`src/rtl/apb_master.sv`:
```
// APB3 requester: converts single valid/ready commands into APB transfers with
// PREADY wait states, PSLVERR reporting and an optional bounded-wait timeout.
module apb_master #(
  parameter int unsigned ADDR_WIDTH     = 8,
  parameter int unsigned DATA_WIDTH     = 32,
  parameter int unsigned TIMEOUT_CYCLES = 16
) (
  input  logic                  PCLK,
  input  logic                  PRESETn,
  input  logic                  cmd_valid,
  output logic                  cmd_ready,
  input  logic                  cmd_write,
  input  logic [ADDR_WIDTH-1:0] cmd_addr,
  input  logic [DATA_WIDTH-1:0] cmd_wdata,
  output logic                  rsp_valid,
  output logic [DATA_WIDTH-1:0] rsp_rdata,
  output logic                  rsp_err,
  output logic                  rsp_timeout,
  output logic [ADDR_WIDTH-1:0] PADDR,
  output logic                  PSEL,
  output logic                  PENABLE,
  output logic                  PWRITE,
  output logic [DATA_WIDTH-1:0] PWDATA,
  input  logic [DATA_WIDTH-1:0] PRDATA,
  input  logic                  PREADY,
  input  logic                  PSLVERR
);

  localparam int unsigned CNT_W = (TIMEOUT_CYCLES == 0) ? 1 : $clog2(TIMEOUT_CYCLES + 1);
  localparam bit TMO_EN = (TIMEOUT_CYCLES != 0);
  // Counter value at the start of the last permitted wait cycle.
  localparam logic [CNT_W-1:0] CNT_LAST = TMO_EN ? CNT_W'(TIMEOUT_CYCLES - 1) : '0;

  typedef enum logic [1:0] {
    ST_IDLE   = 2'd0,
    ST_SETUP  = 2'd1,
    ST_ACCESS = 2'd2
  } state_t;

  state_t                state_q, state_d;
  logic [CNT_W-1:0]      cnt_q, cnt_d;
  logic                  cmd_ready_d;
  logic                  psel_d, penable_d, pwrite_d;
  logic [ADDR_WIDTH-1:0] paddr_d;
  logic [DATA_WIDTH-1:0] pwdata_d;
  logic                  rsp_valid_d, rsp_err_d, rsp_timeout_d;
  logic [DATA_WIDTH-1:0] rsp_rdata_d;

  // Next-state and next-output logic; every register holds unless overridden.
  always_comb begin
    state_d       = state_q;
    cnt_d         = cnt_q;
    cmd_ready_d   = cmd_ready;
    psel_d        = PSEL;
    penable_d     = PENABLE;
    pwrite_d      = PWRITE;
    paddr_d       = PADDR;
    pwdata_d      = PWDATA;
    rsp_valid_d   = 1'b0;
    rsp_rdata_d   = rsp_rdata;
    rsp_err_d     = rsp_err;
    rsp_timeout_d = rsp_timeout;

    case (state_q)
      ST_IDLE: begin
        // cmd_ready comes up on the first edge after reset release.
        cmd_ready_d = 1'b1;
        psel_d      = 1'b0;
        penable_d   = 1'b0;
        if (cmd_valid && cmd_ready) begin
          pwrite_d    = cmd_write;
          paddr_d     = cmd_addr;
          pwdata_d    = cmd_wdata;
          psel_d      = 1'b1;
          cmd_ready_d = 1'b0;
          cnt_d       = '0;
          state_d     = ST_SETUP;
        end
      end

      ST_SETUP: begin
        penable_d = 1'b1;
        state_d   = ST_ACCESS;
      end

      ST_ACCESS: begin
        if (PREADY) begin
          rsp_valid_d   = 1'b1;
          rsp_err_d     = PSLVERR;
          rsp_timeout_d = 1'b0;
          rsp_rdata_d   = PWRITE ? '0 : PRDATA;
          psel_d        = 1'b0;
          penable_d     = 1'b0;
          cmd_ready_d   = 1'b1;
          state_d       = ST_IDLE;
        end else if (TMO_EN && (cnt_q == CNT_LAST)) begin
          rsp_valid_d   = 1'b1;
          rsp_err_d     = 1'b1;
          rsp_timeout_d = 1'b1;
          rsp_rdata_d   = '0;
          psel_d        = 1'b0;
          penable_d     = 1'b0;
          cmd_ready_d   = 1'b1;
          state_d       = ST_IDLE;
        end else if (cnt_q != '1) begin
          cnt_d = cnt_q + CNT_W'(1);
        end
      end

      default: begin
        psel_d    = 1'b0;
        penable_d = 1'b0;
        state_d   = ST_IDLE;
      end
    endcase
  end

  // State and registered outputs.
  always_ff @(posedge PCLK or negedge PRESETn) begin
    if (!PRESETn) begin
      state_q     <= ST_IDLE;
      cnt_q       <= '0;
      cmd_ready   <= 1'b0;
      PSEL        <= 1'b0;
      PENABLE     <= 1'b0;
      PWRITE      <= 1'b0;
      PADDR       <= '0;
      PWDATA      <= '0;
      rsp_valid   <= 1'b0;
      rsp_rdata   <= '0;
      rsp_err     <= 1'b0;
      rsp_timeout <= 1'b0;
    end else begin
      state_q     <= state_d;
      cnt_q       <= cnt_d;
      cmd_ready   <= cmd_ready_d;
      PSEL        <= psel_d;
      PENABLE     <= penable_d;
      PWRITE      <= pwrite_d;
      PADDR       <= paddr_d;
      PWDATA      <= pwdata_d;
      rsp_valid   <= rsp_valid_d;
      rsp_rdata   <= rsp_rdata_d;
      rsp_err     <= rsp_err_d;
      rsp_timeout <= rsp_timeout_d;
    end
  end

endmodule

```
`config.mk`:
```
export PLATFORM = sky130hd
export DESIGN_NAME = apb_master
export DESIGN_NICKNAME = d
export VERILOG_FILES = /design/src/rtl/apb_master.sv
export SDC_FILE = /design/constraint.sdc
export NUM_CORES = 1
export LEC_CHECK = 0
export BUFFER_PORTS_ARGS = -buffer_cell sky130_fd_sc_hd__buf_4
export CAP_MARGIN = 5
export CORE_UTILIZATION = 35
export CTS_BUF_LIST = sky130_fd_sc_hd__clkbuf_16
export DETAILED_ROUTE_END_ITERATION = 8
export PLACE_DENSITY_LB_ADDON = 0.2
export SYNTH_ARGS = -nofsm -noshare
export SYNTH_HDL_FRONTEND = slang
export SYNTH_SLANG_ARGS = --single-unit
```
`constraint.sdc`:
```
create_clock -name PCLK -period 4.7 [get_ports PCLK]
set_input_delay 0.47 -clock PCLK [delete_from_list [all_inputs] [get_ports PCLK]]
set_output_delay 0.47 -clock PCLK [all_outputs]
set_load 0.05 [all_outputs]
```
==> summary.md <==
| Metric | Value |
|---|---|
| Status | `completed` |
| Seq/Total Area, Yosys | `63.1%` |
| CP cell instances | `ha_1 -> and3_1 -> ha_1 -> o21ai_2 -> inv_1 -> o22a_1` |
| Gate power share | `53.4%` |
| Peak supply drop | `0.468 mV` |
| Max Fclk | `400 MHz` |
| Post-CTS Setup Bufs | `0` |
| Distinct cell type count after synthesis | `25` |
| Sum Neg Setup Slack | `0 ps` |
| Layout area overhead | `48.1%` |
| Synth warn | `0` |
| Clk buf depth | `2` |
| Reg clk slew, reported paths | `60 ps` |
| HP Class | `in2async` |
| Sw Ratio | `47.0%` |
| Required time of the critical path | `4920 ps` |
| Layout Skew | `5.90 ps` |
| Die area | `10100 µm²` |
| Core box area | `9330 µm²` |
| Mapped Nets | `365` |
| Sw power | `2.09 mW` |
| Max-cap viol count | `0` |
| Worst Tran Pin Value | `1170 ps` |
| Synth Flop Type | `dfrtp_1` |
| Crit Path Class | `reg2reg` |
| DP HPWL | `5560 µm` |
| Initial DRC Count | `65` |
| Flop pwr share | `28.7%` |
| Post-synth EDFFs | `0` |
| Worst slack, placed | `2190 ps` |
| Post-CTS resize count | `0` |
| Clock Latency Late Sink | `330 ps` |
| Vias/cell | `4.82` |
| Port Buffers | `156` |
| Final period util | `53.1%` |
| CTS Buf Count | `9` |
| DR WL/cell | `14.3 µm` |
| Leakage power | `2.42 nW` |
| Post-synth design cell area | `3410 µm²` |
| Top Ports | `157` |
| Final Hold Viols | `0` |
| Crit end category | `flip-flop` |
| Cell mode on critical path | `ha_1` |
| Minimum clock period | `2500 ps` |
| Ys async rst share | `100%` |
| Via Count | `2748` |
| Initial antenna violation count | `0` |
| CTS Sinks | `86` |
| Delay of the slowest critical-path stage | `890 ps` |
| Syn Inst Count | `284` |
| Pwr Density | `882 nW/µm²` |
| RSZ-0062 raised after global routing | `no` |
| CTS root buf | `clkbuf_16` |
| Avg Inst Size Synth | `12.0 µm²` |
| DRC viols | `0` |
| Die X | `101 µm` |
| Post-CTS Hold Fix Bufs | `0` |
| Worst slew margin | `22.3%` |
| Final net count | `517` |
| Clock group share of total power | `17.8%` |
| GRT Total Usage | `16.6%` |
| Layout cell share with drive strength beyond 1 | `49.9%` |
| Htree depth | `3` |
| Routed Antenna Nets | `0` |
| CTS tree | `built` |
| Largest net degree at the start of global routing | `87` |
| Critical-path maximum fanout | `34` |
| Die extent in y | `101 µm` |
| DRT Wirelength | `8160 µm` |
| Final Max Slew Viols | `0` |
| Worst setup margin | `2200 ps` |
| Internal | `2.36 mW` |
| Global-route wire length before repair | `12800 µm` |
| Startpoint Class | `flip-flop` |
| Initial Util | `36.6%` |
| Slowest cell on crit path | `o21ai_2` |
| Placer Congestion | `0.702` |
| Vias in the first global route | `2608` |
| # rows | `35` |
| Final Setup Violations | `0` |
| Remaining Overflow, GRT | `0` |
| Ant. Diodes | `0` |
| TritonRoute pass-1 iters | `6` |
| CP arrival | `2710 ps` |
| FF+latch count, synth | `86` |
## Yosys cell counts, types with 2 or more instances
cell	instances	share of area [%]
nand2_1	34	3.7
clkbuf_1	13	1.4
o21ai_0	67	9.8
nand2b_1	4	0.73
a21oi_1	2	0.29
buf_2	5	0.73
dfrtp_1	86	63
nor2b_1	3	0.55
mux2_2	43	14
inv_1	6	0.66
nor2_1	5	0.55
ha_1	3	1.1
## critical path: cells and delay by family (launching register included)
family | cells | cell delay [ps]
adder cells (fa/ha/maj) | 2 | 460
flip-flops | 1 | 410
AND/OR/NAND/NOR | 1 | 200
buffers and inverters | 1 | 150
AO/OA/AOI/OAI | 2 | 1140
## cell type report
| class | instances | area (µm²) |
|---|---|---|
| Inverter | 6 | 22.5 |
| Multi-Input combinational cell | 174 | 1180 |
| Timing Repair Buffer | 159 | 1190 |
| Tap cell | 129 | 161 |
| Fill cell | 842 | 4280 |
| Clock buffer | 9 | 225 |
| Clock inverter | 7 | 114 |
| Sequential cell | 86 | 2150 |
## stage by stage
step                instance area [µm²]  utilization (%)  hold slack (ps)  std cells  total power, mW
floorplan                          3410                -              174        284             2.93
global placement                   4710             50.5              486        554             3.66
detailed placement                 4710             50.5              493        554             3.70
CTS                                5050             54.2              344        570             4.51
global route                       5050             54.2              350        570             4.68
finish                             5050             54.2              341        570             4.46
## cell usage in the layout, fill, tap and decap left out
| cell | instances |
|---|---|
| and3_1 | 1 |
| o22a_1 | 1 |
| or3_1 | 1 |
| clkinvlp_4 | 1 |
| nand2_1 | 34 |
| clkinv_4 | 1 |
| nor2b_2 | 1 |
| xnor2_1 | 1 |
| o221ai_1 | 1 |
| or4_1 | 1 |
| clkinv_1 | 1 |
| o21ai_0 | 67 |
| nor2b_1 | 2 |
| or4b_4 | 1 |
| nor4bb_4 | 1 |
| mux2_2 | 43 |
| bufinv_16 | 3 |
| clkbuf_16 | 9 |
| nand2b_1 | 4 |
| a21o_1 | 1 |
| o21ai_2 | 1 |
| ha_1 | 3 |
| o21bai_1 | 1 |
| buf_4 | 159 |
| nand3_1 | 1 |
| nor2_1 | 5 |
| inv_1 | 7 |
| dfrtp_1 | 86 |
| a21oi_1 | 2 |
| o2bb2ai_1 | 1 |
## routing by layer
metal,routed length (µm),global-route usage (%),vias to the layer above
met5,0,0,-
li1,-,-,1288
met2,4150,27.4,108
met3,584,4.58,9
met1,3310,20.5,1343
met4,111,6.69,0
## sequential cells by signal, summed over array words and instances (netlist names), 2 cells and up
signal     cells
cnt_q          5
PWDATA        32
rsp_rdata     32
state_q        2
PADDR          8
## kinds of logic after synthesis
logic type                 Yosys count  synth area share, %
and+or+nand+nor                     52                 7.01
xor gates and xnor gates             1                0.257
DFF                                 86                 63.1
adders and majority gates            3                 1.10
buffers and inverters               24                 2.83
AOI/OAI and AO/OA                   75                 11.5
muxes                               43                 14.2
## final timing paths
kind                                       from                      to  slack [ps]  cells past startpoint
max                        cnt_q[0]$_DFFE_PN0P_     rsp_err$_DFFE_PN0P_        2200                      6
min                                     PRESETn   PWDATA[2]$_DFFE_PN0P_         340                      1
max reg2reg                cnt_q[0]$_DFFE_PN0P_     rsp_err$_DFFE_PN0P_        2200                      6
min reg2reg                    PSEL$_DFFE_PN0P_        PSEL$_DFFE_PN0P_         500                      1
max in group asynchronous               PRESETn  PWDATA[15]$_DFFE_PN0P_        3670                      1
min in group PCLK                       PSLVERR     rsp_err$_DFFE_PN0P_         360                      2
## power by group through the flow
| stage | Clock [mW] | Combinational [mW] | Sequential (mW) |
|---|---|---|---|
| finish | 0.795 | 2.38 | 1.28 |
| global route | 0.847 | 2.51 | 1.32 |
| CTS | 0.820 | 2.41 | 1.28 |
| detailed placement | 0 | 2.40 | 1.30 |
| global placement | 0 | 2.38 | 1.28 |
| floorplan | 0 | 0.506 | 2.42 |
No activity file was read; power rests on OpenSTA's default activity.
